File: config.mk
export PLATFORM = sky130hd
export DESIGN_NAME = sync_up_counter_flat
export DESIGN_NICKNAME = d
export VERILOG_FILES = /design/src/rtl/counter_pkg.sv /design/src/rtl/sync_up_counter_if.sv /design/src/rtl/upcnt_tc_detect.sv /design/src/rtl/sync_up_counter.sv /design/src/flat_wrapper.sv
export SDC_FILE = /design/constraint.sdc
export NUM_CORES = 1
export LEC_CHECK = 0
export ABC_AREA = 1
export CORE_AREA = 2 2 39 41
export DETAILED_ROUTE_END_ITERATION = 10
export DIE_AREA = 0 0 41 43
export HOLD_SLACK_MARGIN = 0.12
export PLACE_DENSITY_LB_ADDON = 0.05
export SLEW_MARGIN = 5
export SYNTH_ARGS = -nofsm -noshare
export SYNTH_HDL_FRONTEND = slang
export SYNTH_SLANG_ARGS = --single-unit
export TNS_END_PERCENT = 30
File: constraint.sdc
create_clock -name clk -period 1.6 [get_ports clk]
set_input_delay 0.32 -clock clk [delete_from_list [all_inputs] [get_ports clk]]
set_output_delay 0.32 -clock clk [all_outputs]
set_load 0.005 [all_outputs]
File: src/rtl/counter_pkg.sv
// Shared definitions for the synchronous up/down counter family.
// Holds default widths/modulus and a ceil-log2 helper for sizing callers.
`timescale 1ns/1ps
package counter_pkg;

  localparam int CNT_WIDTH_DEF = 3;
  localparam int CNT_MOD_DEF   = 8;

  // Smallest r with 2**r >= v (0 for v <= 1).
  function automatic int clog2(input int v);
    int r;
    r = 0;
    for (int x = v - 1; x > 0; x = x >> 1) r++;
    return r;
  endfunction

endpackage

File: src/rtl/sync_up_counter_if.sv
// Control/status bundle for the up counter: the master drives en/clr/load/d,
// the counter (slave) returns the registered count, terminal count and carry.
`timescale 1ns/1ps
interface sync_up_counter_if #(
  parameter int WIDTH = 3
);
  logic             en;
  logic             clr;
  logic             load;
  logic [WIDTH-1:0] d;
  logic [WIDTH-1:0] Q;
  logic             tc;
  logic             carry_out;

  modport master (output en, clr, load, d, input Q, tc, carry_out);
  modport slave  (input en, clr, load, d, output Q, tc, carry_out);
endinterface

File: src/rtl/upcnt_tc_detect.sv
// Terminal-count detector: tc when q equals CMP_VAL, carry_out = tc & en.
// CMP_VAL is a parameter so a down counter can reuse this with CMP_VAL = 0.
// Build option: UPCNT_SATURATE_EN forces carry_out low (counter never wraps).
`timescale 1ns/1ps
module upcnt_tc_detect #(
  parameter int               WIDTH   = 3,
  parameter logic [WIDTH-1:0] CMP_VAL = '1
) (
  input  logic [WIDTH-1:0] q,
  input  logic             en,
  output logic             tc,
  output logic             carry_out
);

  assign tc = (q == CMP_VAL);

`ifdef UPCNT_SATURATE_EN
  // A saturating counter has no wrap edge, so there is never a carry.
  logic unused_en;
  assign unused_en = en;
  assign carry_out = 1'b0;
`else
  assign carry_out = tc & en;
`endif

endmodule

File: src/rtl/sync_up_counter.sv
// Synchronous modulo-MODULUS up counter with enable, sync load and sync clear.
// Edge priority: clr > load > en > hold. Loads above MODULUS-1 are clamped.
// Build option: UPCNT_SATURATE_EN makes the count stick at MODULUS-1
// instead of wrapping to 0 (only clr, load or rst leave that state).
`timescale 1ns/1ps
module sync_up_counter
  import counter_pkg::*;
#(
  parameter int WIDTH   = CNT_WIDTH_DEF,
  parameter int MODULUS = CNT_MOD_DEF
) (
  input  logic              clk,
  input  logic              rst,   // asynchronous, active low
  sync_up_counter_if.slave  bus
);

  localparam logic [WIDTH-1:0] MAX_Q   = WIDTH'(MODULUS - 1);
  localparam logic [WIDTH-1:0] ONE     = WIDTH'(1);
  localparam logic [WIDTH:0]   MOD_EXT = (WIDTH + 1)'(MODULUS);

  logic [WIDTH-1:0] q_q, q_d;
  logic             tc;
  logic             carry_out;
  logic             d_in_range;

  // Extra bit so MODULUS == 2**WIDTH compares correctly.
  assign d_in_range = ({1'b0, bus.d} < MOD_EXT);

  upcnt_tc_detect #(
    .WIDTH   (WIDTH),
    .CMP_VAL (MAX_Q)
  ) u_tc (
    .q         (q_q),
    .en        (bus.en),
    .tc        (tc),
    .carry_out (carry_out)
  );

  // Next-state mux in priority order clr > load > en > hold.
  always_comb begin
    q_d = q_q;
    if (bus.clr) begin
      q_d = '0;
    end else if (bus.load) begin
      q_d = d_in_range ? bus.d : MAX_Q;
    end else if (bus.en) begin
      if (tc) begin
`ifdef UPCNT_SATURATE_EN
        q_d = MAX_Q;
`else
        q_d = '0;
`endif
      end else begin
        q_d = q_q + ONE;
      end
    end
  end

  // Count register; reset clears it immediately without waiting for clk.
  always_ff @(posedge clk or negedge rst) begin
    if (!rst) q_q <= '0;
    else      q_q <= q_d;
  end

  assign bus.Q         = q_q;
  assign bus.tc        = tc;
  assign bus.carry_out = carry_out;

endmodule

File: src/flat_wrapper.sv
// flat-port wrapper written by rule: the top's interface ports become plain ports
module sync_up_counter_flat import counter_pkg::*;
#(
  parameter int WIDTH   = CNT_WIDTH_DEF,
  parameter int MODULUS = CNT_MOD_DEF
)
  (clk, rst, bus_en, bus_clr, bus_load, bus_d, bus_Q, bus_tc, bus_carry_out);
  sync_up_counter_if #(.WIDTH(WIDTH)) bus_i ();
  input  logic clk;
  input  logic rst;
  input wire logic [$bits(bus_i.en)-1:0] bus_en;
  input wire logic [$bits(bus_i.clr)-1:0] bus_clr;
  input wire logic [$bits(bus_i.load)-1:0] bus_load;
  input wire logic [$bits(bus_i.d)-1:0] bus_d;
  output wire logic [$bits(bus_i.Q)-1:0] bus_Q;
  output wire logic [$bits(bus_i.tc)-1:0] bus_tc;
  output wire logic [$bits(bus_i.carry_out)-1:0] bus_carry_out;
  assign bus_i.en = bus_en;
  assign bus_i.clr = bus_clr;
  assign bus_i.load = bus_load;
  assign bus_i.d = bus_d;
  assign bus_Q = bus_i.Q;
  assign bus_tc = bus_i.tc;
  assign bus_carry_out = bus_i.carry_out;
  sync_up_counter #(.WIDTH(WIDTH), .MODULUS(MODULUS)) u_core (.clk(clk), .rst(rst), .bus(bus_i));
endmodule
Word level (Yosys, flattened, before mapping) --
Cells that the tools add are included.
Storage, ports and cells: register bits 3, input bits 8, output and inout port bits 5
Operators by class: add/sub/neg operators 1, eq/ne operators 1, muxes and demuxes 4, bitwise logic cells 1, reduce and logical (&&, ||, !) cells 1
Operators with widths (number):
- 2-to-1 mux 3 bit | 4
- adder 3 x 1 -> 3 bit (second input constant) | 1
- == test 3 bit (second input constant) | 1
- nonzero test 3 bit | 1
- AND 1 bit | 1

Logic depth before layout (Yosys ltp) --
Gate-level depths: netlist of the first run.
depth in word-level cells 5, gate-level depth with buffers 7, gate-level depth less buffers 7

Modules after synthesis --
Synthesis of the first run repeated with hierarchy kept, for this count alone.
Unflattened totals: cell total of the unflattened synthesis 35, area total of the unflattened synthesis 225.2 um2
Modules (own cells, without submodules):
- sync_up_counter | times used 1, cells an instance 31, area an instance 201.4 um2, seq. area each 75.1 um2
- upcnt_tc_detect | times used 1, cells an instance 4, area an instance 23.8 um2, seq. area each 0.0 um2

Worst setup path before layout of the first run --
OpenSTA, ideal clock, no wires.
kind reg-to-output, from reg u_core.q_q[0], in the netlist u_core.bus.Q[0], to out bus_carry_out, arrival 0.926 ns, slack 0.354 ns, cell stages (with the launch flop) 5, buffers on the path 0, cells stage by stage dfrtp_1 -> ha_1 -> ha_1 -> nand2_1 -> inv_1
On the way: longest elaborated chain between the ends 2
Ends and longest elaborated chain:
- start, declared | RTL line sync_up_counter.sv:21 | logic [WIDTH-1:0] q_q, q_d;
- start signal, assigned | RTL line sync_up_counter.sv:62 | else q_q <= q_d;
- == test 3 bit | RTL line upcnt_tc_detect.sv:15 | assign tc = (q == CMP_VAL);
- net bus_tc | RTL line flat_wrapper.sv:16 | output wire logic [$bits(bus_i.tc)-1:0] bus_tc;
- AND 1 bit | RTL line upcnt_tc_detect.sv:23 | assign carry_out = tc & en;
- end, declared | RTL line flat_wrapper.sv:17 | output wire logic [$bits(bus_i.carry_out)-1:0] bus_carry_out;
The timed path passes the listed nets, and every way through them passes these cells.

Worst setup path after layout of the first run --
from reg u_core.q_q[1], in the netlist u_core.bus.Q[1], to out bus_tc
On the way: longest elaborated chain between the ends 1
Ends and longest elaborated chain (RTL line):
- == test 3 bit | upcnt_tc_detect.sv:15
- end, declared | flat_wrapper.sv:16
No other way between the ends.

==> flow_metrics.py, run 1 <==
metrics = {
    "setup_path": {
        "reg2reg_to": "u_core.bus.Q[0]",
        "crit_required_ps": 1280,
        "worst-setup-path-type": "flop to output port",
        "reg2regPathDepth": 8,
        "start_kind": "flop",
        "cp.arrival_ps": 1210,
        "path_max_fanout": 3,
        "worst_setup_path_end_kind": "output port",
        "r2r-start": "u_core.bus.Q[1]",
        "timing.reg2reg.setup_slack_ps": 380,
    },
    "yosys": {
        "avgSynthCellArea_um2": 6.69,
        "yosys.area.top_type_share_pct": 35.1,
        "netlist_instances": 32,
        "netlist.top_cell.by_area": "dfrtp_1",
        "synth_seq_cells": 3,
        "synth.top_cells.by_area": "dfrtp_1 35%, nand2_1 32%, ha_1 12%, inv_1 7.0%, nor2_2 5.8%",
        "syn-cell-area_um2": 214,
        "yosys_warnings": 0,
        "syn_nets": 42,
        "yosysSeqAreaShare_pct": 35.1,
        "yosys.cell_types.count": 8,
    },
    "clocking": {
        "clock-sinks": 3,
        "clk_transition_reported_paths_ps": 40,
        "clkLatencyLatePin_ps": 230,
        "root_buffer": "clkbuf_4",
        "cts_tree": "done",
        "cts_buffers": 3,
        "h-tree-depth": 1,
        "clk_path_buf_depth": 2,
    },
    "cells_and_area": {
        "layout-area-overhead-vs-synth_pct": 95.9,
        "multi_input_area_um2": 139,
        "largest_reg_flops": 3,
        "fillers": 154,
        "n_antenna_cell": 0,
        "final_nets": 63,
        "drive_above_1_share_pct": 25.0,
        "final-seq-area_um2": 75.1,
    },
    "sta": {
        "setup_violations": 0,
        "post-route-min-period_ps": 1530,
        "finalCritPeriodShare_pct": 95.7,
        "rsz0062_at_grt": "no",
        "maxSlewViolCount": 0,
        "finalHoldViolations": 0,
        "setup_tns_ps": 0,
        "fin_worst_skew_ps": 1.71,
        "slew_headroom_pct": 84.0,
        "worst_pin_slew_ps": 238,
        "maxClockFrequency_mhz": 653,
    },
    "grt": {
        "antenna_found_initial": 0,
        "grt_max_degree": 7,
        "grt_use_total_pct": 8.84,
        "grt_pass1_vias": 269,
        "grt_pass1_wl_mm": 1.01,
        "grt_overflow_total": 0,
    },
    "drt": {
        "post_drt_wl_per_cell_um": 8.51,
        "drc": 0,
        "viasPerCell": 3.66,
        "drtIter0Drc": 0,
        "ant_nets": 0,
        "num_vias": 249,
        "drt-pass1-iter-count": 1,
        "drt-total-wl_um": 579,
    },
    "die": {
        "start_util_pct": 15.5,
        "core-area_um2": 1380,
        "pin_count": 13,
        "die_height_um": 43,
        "rows": 14,
        "die_area_um2": 1760,
        "die-width_um": 41,
    },
    "min_path": {
        "min_path_type": "primary input to async pin",
    },
    "power_and_ir_drop": {
        "power.leakage_nw": 0.220,
        "powerDensity_nw_per_um2": 702,
        "power_mw": 0.294,
        "ir_worst_vdd_uv": 365,
    },
    "placement": {
        "place.gp.congestion": 0.710,
        "port_buffers": 12,
        "dp_hpwl_um": 496,
    },
    "job": {
        "drv_cap": 0,
    },
    "run_status": {
        "status": "finished, final reports clean",
    },
}
## stage by stage
stage / setup slack (ps) / utilization [%] / instances / hold WS, ps / cell area, µm²
2_1_floorplan: 354 / - / 32 / 24.4 / 214
3_3_place_gp: -91.9 / 27.8 / 64 / 508 / 384
3_5_place_dp: -103 / 27.8 / 64 / 513 / 384
4_1_cts: 24.2 / 30.7 / 68 / 260 / 424
5_1_grt: 18.1 / 30.3 / 68 / 271 / 419
6_report: 68.3 / 30.3 / 68 / 266 / 419
## cell usage after synthesis
library cell / count
nor3_2: 1
nand2_1: 18
nor2_2: 2
inv_1: 4
nand3_1: 1
ha_1: 2
dfrtp_1: 3
nor2_1: 1
## critical path: stages (launching register included)
cell           delay, ps
dfrtp_1              370
ha_2                 200
ha_4                 160
dlygate4sd2_1        250
## cell usage in the layout, fill, tap and decap left out
cell / n
nand2_1: 18
clkdlybuf4s50_1: 10
inv_1: 4
buf_4: 4
clkbuf_4: 3
dfrtp_1: 3
nor2_2: 2
nand3_1: 1
nor3_2: 1
nor2_1: 1
ha_4: 1
ha_2: 1
clkbuf_1: 1
clkbuf_2: 1
dlygate4sd2_1: 1
## per-layer routing
| metal | track usage [%] | up-vias | wire length, µm | share of wire, % |
|---|---|---|---|---|
| met2 | 11.9 | 4 | 297 | 51 |
| met3 | 1.57 | 0 | 22 | 3.8 |
| li1 | - | 136 | - | - |
| met5 | 0 | - | 0 | 0 |
| met4 | 8.00 | 0 | 0 | 0 |
| met1 | 11.3 | 109 | 259 | 45 |
## power breakdown
group | total [mW] | switching, mW | leakage (nW) | internal [mW]
combinational | 0.0750 | 0.0294 | 0.165 | 0.0456
clock | 0.132 | 0.0388 | 0.0150 | 0.0934
sequential | 0.0870 | 0.00468 | 0.0395 | 0.0824
## how the worst max path moves through the flow
stage | from | cells past startpoint | to | slack (ps)
after floorplan | u_core.bus.Q[0] | 4 | bus_carry_out | 350
after global placement | bus_en | 4 | bus_carry_out | -90
after detailed placement | bus_en | 4 | bus_carry_out | -100
after CTS | u_core.bus.Q[1] | 5 | bus_carry_out | 20
after global routing | u_core.bus.Q[1] | 3 | bus_tc | 20
final | u_core.bus.Q[1] | 3 | bus_tc | 70
## kinds of logic after synthesis
logic type / Yosys count / share of synthesized area, %
and+or+nand+nor: 23 / 46.2
buffers and inverters: 4 / 7.02
DFF: 3 / 35.1
adders and majority gates: 2 / 11.7
## layout make-up
type | instances | share of cell area, %
inverters | 4 | 3.58
clock buffers | 4 | 6.27
flip-flops and latches | 3 | 17.9
repair buffers | 16 | 34.3
multi-input cells | 25 | 33.1
well taps | 16 | 4.78
## what timing repair did
item | 4_1_cts | 5_1_grt
hold buffers | 0 | 0
gates resized for setup | 6 | 1
pin swaps | 1 | 0
gates cloned | 0 | 0
setup buffers | 0 | 0
setup endpoints to repair | 2 | 1
Power figures use the tool's default switching activity.
==> run 2: changes to the inputs <==
--- a/config.mk
+++ b/config.mk
@@ -11,6 +11,7 @@
 export DIE_AREA = 0 0 41 43
 export HOLD_SLACK_MARGIN = 0.12
 export PLACE_DENSITY_LB_ADDON = 0.05
+export SKIP_LAST_GASP = 1
 export SLEW_MARGIN = 5
 export SYNTH_ARGS = -nofsm -noshare
 export SYNTH_HDL_FRONTEND = slang
==> run 2 against run 1 <==
  * Sequential power fell by 0.8%
  * Hold slack stayed put
  * Combinational power down 2%
  * Wire length is 0.52% higher
  * Critical path depth unchanged
  * Sequential share of layout area up 0.44 points
  * Register-to-register slack is essentially flat
  * Clock power barely moved
  * Clock skew unchanged
  * Clock-buffer cell count stayed put
  * Fmax down 0.79%
  * Flip-flop and latch count is the same
==> flow_metrics.py, run 2 (synthesis results as in run 1) <==
metrics = {
    "run_status": {
        "status": "finished, final reports clean",
    },
    "power_and_ir_drop": {
        "comb_power_share_pct": 25.3,
        "clock_power_share_pct": 45.2,
        "power.internal_mw": 0.220,
        "p_sw_mw": 0.0719,
        "switching_share_pct": 24.6,
        "power.leakage_nw": 0.219,
        "powerDensity_nw_per_um2": 715,
        "pwr-share-seq_pct": 29.5,
        "power_mw": 0.292,
        "ir_worst_vdd_uv": 363,
    },
    "drt": {
        "viasPerCell": 3.66,
        "num_vias": 249,
        "drc": 0,
        "drt-total-wl_um": 582,
        "drtIter0Drc": 0,
        "ant_nets": 0,
        "post_drt_wl_per_cell_um": 8.56,
        "drt-pass1-iter-count": 1,
    },
    "clocking": {
        "cts_buffers": 3,
        "clkLatencyLatePin_ps": 230,
        "h-tree-depth": 1,
        "clock-sinks": 3,
        "clk_transition_reported_paths_ps": 40,
        "cts_tree": "done",
        "root_buffer": "clkbuf_4",
        "clk_path_buf_depth": 2,
        "cts_setup_buffers": 0,
    },
    "setup_path": {
        "critPathMostFrequentCell": "ha_2",
        "worst_setup_path_end_kind": "output port",
        "slowest_stage": "dfrtp_1",
        "timing.reg2reg.setup_slack_ps": 370,
        "path_max_fanout": 3,
        "cp.arrival_ps": 1220,
        "critPathMaxStageDelay_ps": 370,
        "start_kind": "flop",
        "reg2reg_to": "u_core.bus.Q[0]",
        "cp-startpoint": "u_core.bus.Q[0]",
        "endpoint": "bus_tc",
        "path_cells": "ha_2 -> ha_2 -> dlygate4sd2_1",
        "reg2regPathDepth": 8,
        "r2r-start": "u_core.bus.Q[0]",
        "worst-setup-path-type": "flop to output port",
        "crit_required_ps": 1280,
    },
    "grt": {
        "grt_overflow_total": 0,
        "grt_max_degree": 7,
        "grt_pass1_wl_mm": 1.00,
        "grt_use_total_pct": 8.74,
        "antenna_found_initial": 0,
        "grt_pass1_vias": 263,
    },
    "cells_and_area": {
        "final_cell_mix": "18 x nand2_1, 10 x clkdlybuf4s50_1, 4 x inv_1, 4 x buf_4",
        "layout-area-overhead-vs-synth_pct": 91.2,
        "n_antenna_cell": 0,
        "final_nets": 63,
        "final_common_cell": "nand2_1",
        "largest_reg_flops": 3,
        "drive_above_1_share_pct": 25.0,
        "fillers": 157,
    },
    "sta": {
        "fin_worst_skew_ps": 1.71,
        "rsz0062_at_grt": "no",
        "maxSlewViolCount": 0,
        "finalCritPeriodShare_pct": 96.5,
        "worst_pin_slew_ps": 238,
        "fin_ws_ps": 56.1,
        "post-route-min-period_ps": 1540,
        "maxClockFrequency_mhz": 648,
        "slew_headroom_pct": 84.0,
        "setup_violations": 0,
        "finalHoldViolations": 0,
    },
    "placement": {
        "place.gp.congestion": 0.710,
        "dp_slack_ps": -103,
        "dp_hpwl_um": 496,
        "port_buffers": 12,
    },
    "die": {
        "die_area_um2": 1760,
        "die-width_um": 41,
        "pin_count": 13,
        "rows": 14,
        "core-area_um2": 1380,
        "start_util_pct": 15.5,
        "die_height_um": 43,
    },
    "job": {
        "drv_cap": 0,
    },
    "min_path": {
        "min_path_type": "primary input to async pin",
    },
}
[run 2: cell counts in the layout (fill, tap and decap cells not counted)]
No cell type changed its count.
[run 2: how the worst min path moves through the flow]
stage                 endpoint  slack [ps]  depth (start not counted)
6_report       u_core.bus.Q[0]         270                          1
5_1_grt        u_core.bus.Q[1]         270                          1
4_1_cts        u_core.bus.Q[0]         260                          1
3_5_place_dp   u_core.bus.Q[0]         510                          1
3_3_place_gp   u_core.bus.Q[1]         510                          1
2_1_floorplan  u_core.bus.Q[0]          20                          0
[run 2: final cells by class]
| type | instances | area, µm² | share of cell area, % |
|---|---|---|---|
| Multi-Input combinational cell | 25 | 129 | 31.5 |
| Tap cell | 16 | 20.0 | 4.89 |
| Sequential cell | 3 | 75.1 | 18.3 |
| Inverter | 4 | 15.0 | 3.67 |
| Timing Repair Buffer | 16 | 144 | 35.2 |
| Clock buffer | 4 | 26.3 | 6.42 |
[run 2: worst max-delay path, delay by kind of cell, from the launching register on]
kind,cells,cell delay (ps)
adder cells (fa/ha/maj),2,360
flip-flops,1,370
buffers and inverters,1,260
[run 2: metal layers]
| layer | track usage [%] | vias to the layer above | wire length [µm] |
|---|---|---|---|
| met5 | 0 | - | 0 |
| met4 | 8.00 | 0 | 0 |
| met3 | 1.57 | 0 | 22 |
| met2 | 11.6 | 4 | 297 |
| met1 | 11.3 | 109 | 263 |
| li1 | - | 136 | - |
[run 2: power by group through the flow]
stage | sequential (mW) | clock, mW | combinational (mW)
finish | 0.0863 | 0.132 | 0.0738
global route | 0.0872 | 0.144 | 0.0837
CTS | 0.0862 | 0.141 | 0.0751
detailed placement | 0.0871 | 0 | 0.0745
global placement | 0.0873 | 0 | 0.0738
floorplan | 0.0888 | 0 | 0.0225
[run 2: per-stage QoR]
stage	hold WS, ps	std cells	instance area (µm²)	utilization, %	TNS (ps)
floorplan	24.4	32	214	-	0
global placement	508	64	384	27.8	-91.9
detailed placement	513	64	384	27.8	-103
CTS	260	68	410	29.7	-68.6
global route	271	68	409	29.6	0
finish	266	68	409	29.6	0
[run 2: timing repair]
item	in CTS	in global routing
endpoints found under the setup margin	2	2
cloned	0	0
hold buffers	0	0
resized for setup	3	3
==> run 3: changes to the inputs <==
--- a/config.mk
+++ b/config.mk
@@ -6,6 +6,8 @@
 export NUM_CORES = 1
 export LEC_CHECK = 0
 export ABC_AREA = 1
+export CELL_PAD_IN_SITES_DETAIL_PLACEMENT = 1
+export CELL_PAD_IN_SITES_GLOBAL_PLACEMENT = 1
 export CORE_AREA = 2 2 39 41
 export DETAILED_ROUTE_END_ITERATION = 10
 export DIE_AREA = 0 0 41 43
==> run 3 against run 2 <==
  * Flip-flop and latch count stayed put
  * Largest power group unchanged
  * Largest cell class unchanged
  * Clock skew increased by 2.9 ps
  * Die area is the same
==> flow_metrics.py, run 3 (synthesis results as in run 1) <==
metrics = {
    "run_status": {
        "status": "finished, final reports clean",
    },
    "placement": {
        "port_buffers": 12,
        "dp_cells": 64,
        "dp_hpwl_um": 563,
        "place_area_um2": 384,
        "place.gp.congestion": 0.708,
        "dp_slack_ps": -155,
    },
    "cells_and_area": {
        "drive_above_1_share_pct": 25.0,
        "final_cells": 68,
        "n_antenna_cell": 0,
        "fin_area_um2": 419,
        "largest_reg_flops": 3,
        "layout-area-overhead-vs-synth_pct": 95.9,
        "final_util_pct": 30.3,
        "final_nets": 63,
        "final_common_cell": "nand2_1",
        "final_cell_mix": "18 x nand2_1, 10 x clkdlybuf4s50_1, 4 x inv_1, 4 x buf_4",
    },
    "grt": {
        "grt_use_total_pct": 10.4,
        "grt_pass1_wl_mm": 1.11,
        "grt_pass1_vias": 247,
        "grt_max_degree": 7,
        "grt_overflow_total": 0,
        "antenna_found_initial": 0,
    },
    "clocking": {
        "clock-sinks": 3,
        "cts_setup_buffers": 0,
        "cts_buffers": 3,
        "clk_transition_reported_paths_ps": 40,
        "clkLatencyLatePin_ps": 240,
        "clk_path_buf_depth": 2,
        "root_buffer": "clkbuf_4",
        "h-tree-depth": 1,
        "cts_tree": "done",
    },
    "drt": {
        "drt-total-wl_um": 669,
        "post_drt_wl_per_cell_um": 9.84,
        "num_vias": 263,
        "drc": 0,
        "ant_nets": 0,
        "drtIter0Drc": 4,
        "drt-pass1-iter-count": 2,
        "viasPerCell": 3.87,
    },
    "die": {
        "start_util_pct": 15.5,
        "core-area_um2": 1380,
        "pin_count": 13,
        "die_area_um2": 1760,
        "rows": 14,
        "die_height_um": 43,
        "die-width_um": 41,
    },
    "setup_path": {
        "worst_setup_path_end_kind": "output port",
        "path_cells": "ha_2 -> ha_4 -> dlygate4sd2_1",
        "critPathBufInv": 1,
        "crit_family": "flip-flops",
        "crit_cells": 3,
        "path_max_fanout": 3,
        "worst-setup-path-type": "flop to output port",
        "slowest_stage": "dfrtp_1",
        "reg2regPathDepth": 8,
        "start_kind": "flop",
        "crit_required_ps": 1280,
        "critPathMaxStageDelay_ps": 370,
        "cp.arrival_ps": 1210,
    },
    "power_and_ir_drop": {
        "power.leakage_nw": 0.221,
        "pwr-share-seq_pct": 29.4,
        "switching_share_pct": 25.6,
        "comb_power_share_pct": 24.9,
        "powerDensity_nw_per_um2": 708,
        "power.internal_mw": 0.221,
        "ir_worst_vdd_uv": 462,
        "power_mw": 0.297,
        "clock_power_share_pct": 45.7,
        "p_sw_mw": 0.0760,
    },
    "sta": {
        "fin_ws_ps": 65.3,
        "hold_ws_ps": 269,
        "maxSlewViolCount": 0,
        "setup_tns_ps": 0,
        "maxClockFrequency_mhz": 652,
        "slew_headroom_pct": 82.7,
        "post-route-min-period_ps": 1530,
        "fin_worst_skew_ps": 4.61,
        "setup_violations": 0,
        "finalCritPeriodShare_pct": 95.9,
        "finalHoldViolations": 0,
        "rsz0062_at_grt": "no",
        "worst_pin_slew_ps": 259,
    },
    "job": {
        "drv_cap": 0,
    },
    "min_path": {
        "min_path_type": "primary input to async pin",
    },
}
==> run 3: cell types whose count changed in the layout (fill, tap and decap cells not counted), sizes merged <==
cell / before / now
buf: 4 / 5
clkbuf: 5 / 4
==> run 3: final timing paths <==
kind                            startpoint              end  slack [ps]
max                        u_core.bus.Q[1]           bus_tc          70
max in group asynchronous              rst  u_core.bus.Q[1]        1180
max reg2reg                u_core.bus.Q[1]  u_core.bus.Q[0]         400
min                                    rst  u_core.bus.Q[0]         270
min reg2reg                u_core.bus.Q[2]  u_core.bus.Q[2]         570
min in group clk           u_core.bus.Q[2]  u_core.bus.Q[2]         570
==> run 3: layout make-up <==
| class | count | area, µm² |
|---|---|---|
| clock buffers | 4 | 26.3 |
| fillers | 176 | 965 |
| inverters | 4 | 15.0 |
| multi-input cells | 25 | 139 |
| flip-flops and latches | 3 | 75.1 |
| well taps | 16 | 20.0 |
| repair buffers | 16 | 144 |
==> run 3: per-layer routing <==
| layer | up-vias | routed length, µm | GRT usage [%] | share of wire, % |
|---|---|---|---|---|
| li1 | 135 | - | - | - |
| met1 | 119 | 276 | 12.3 | 41 |
| met2 | 9 | 354 | 14.7 | 53 |
| met3 | 0 | 38 | 7.85 | 5.7 |
| met4 | 0 | 0 | 2.00 | 0 |
| met5 | - | 0 | 0 | 0 |
==> run 3: power groups by stage <==
| stage | Clock, mW | Combinational [mW] | Sequential [mW] |
|---|---|---|---|
| 3_3_place_gp | 0 | 0.0734 | 0.0875 |
| 5_1_grt | 0.152 | 0.0851 | 0.0887 |
| 6_report | 0.136 | 0.0739 | 0.0874 |
| 3_5_place_dp | 0 | 0.0738 | 0.0875 |
| 2_1_floorplan | 0 | 0.0225 | 0.0888 |
| 4_1_cts | 0.141 | 0.0762 | 0.0876 |
==> run 3: worst register-to-register path: stages (launching register included) <==
cell and delay [ps]:
dfrtp_1 370, ha_2 200, ha_4 160, buf_4 130, nor2_1 80, nand2_1 50
nand2_1 50, nand2_1 50, nand2_1 60
==> run 3: timing repair <==
item                                    in CTS  in global routing
resized for setup                            8                  0
hold buffers                                 0                  0
endpoints found under the setup margin       2                  0
endpoints found under the hold margin        0                  0
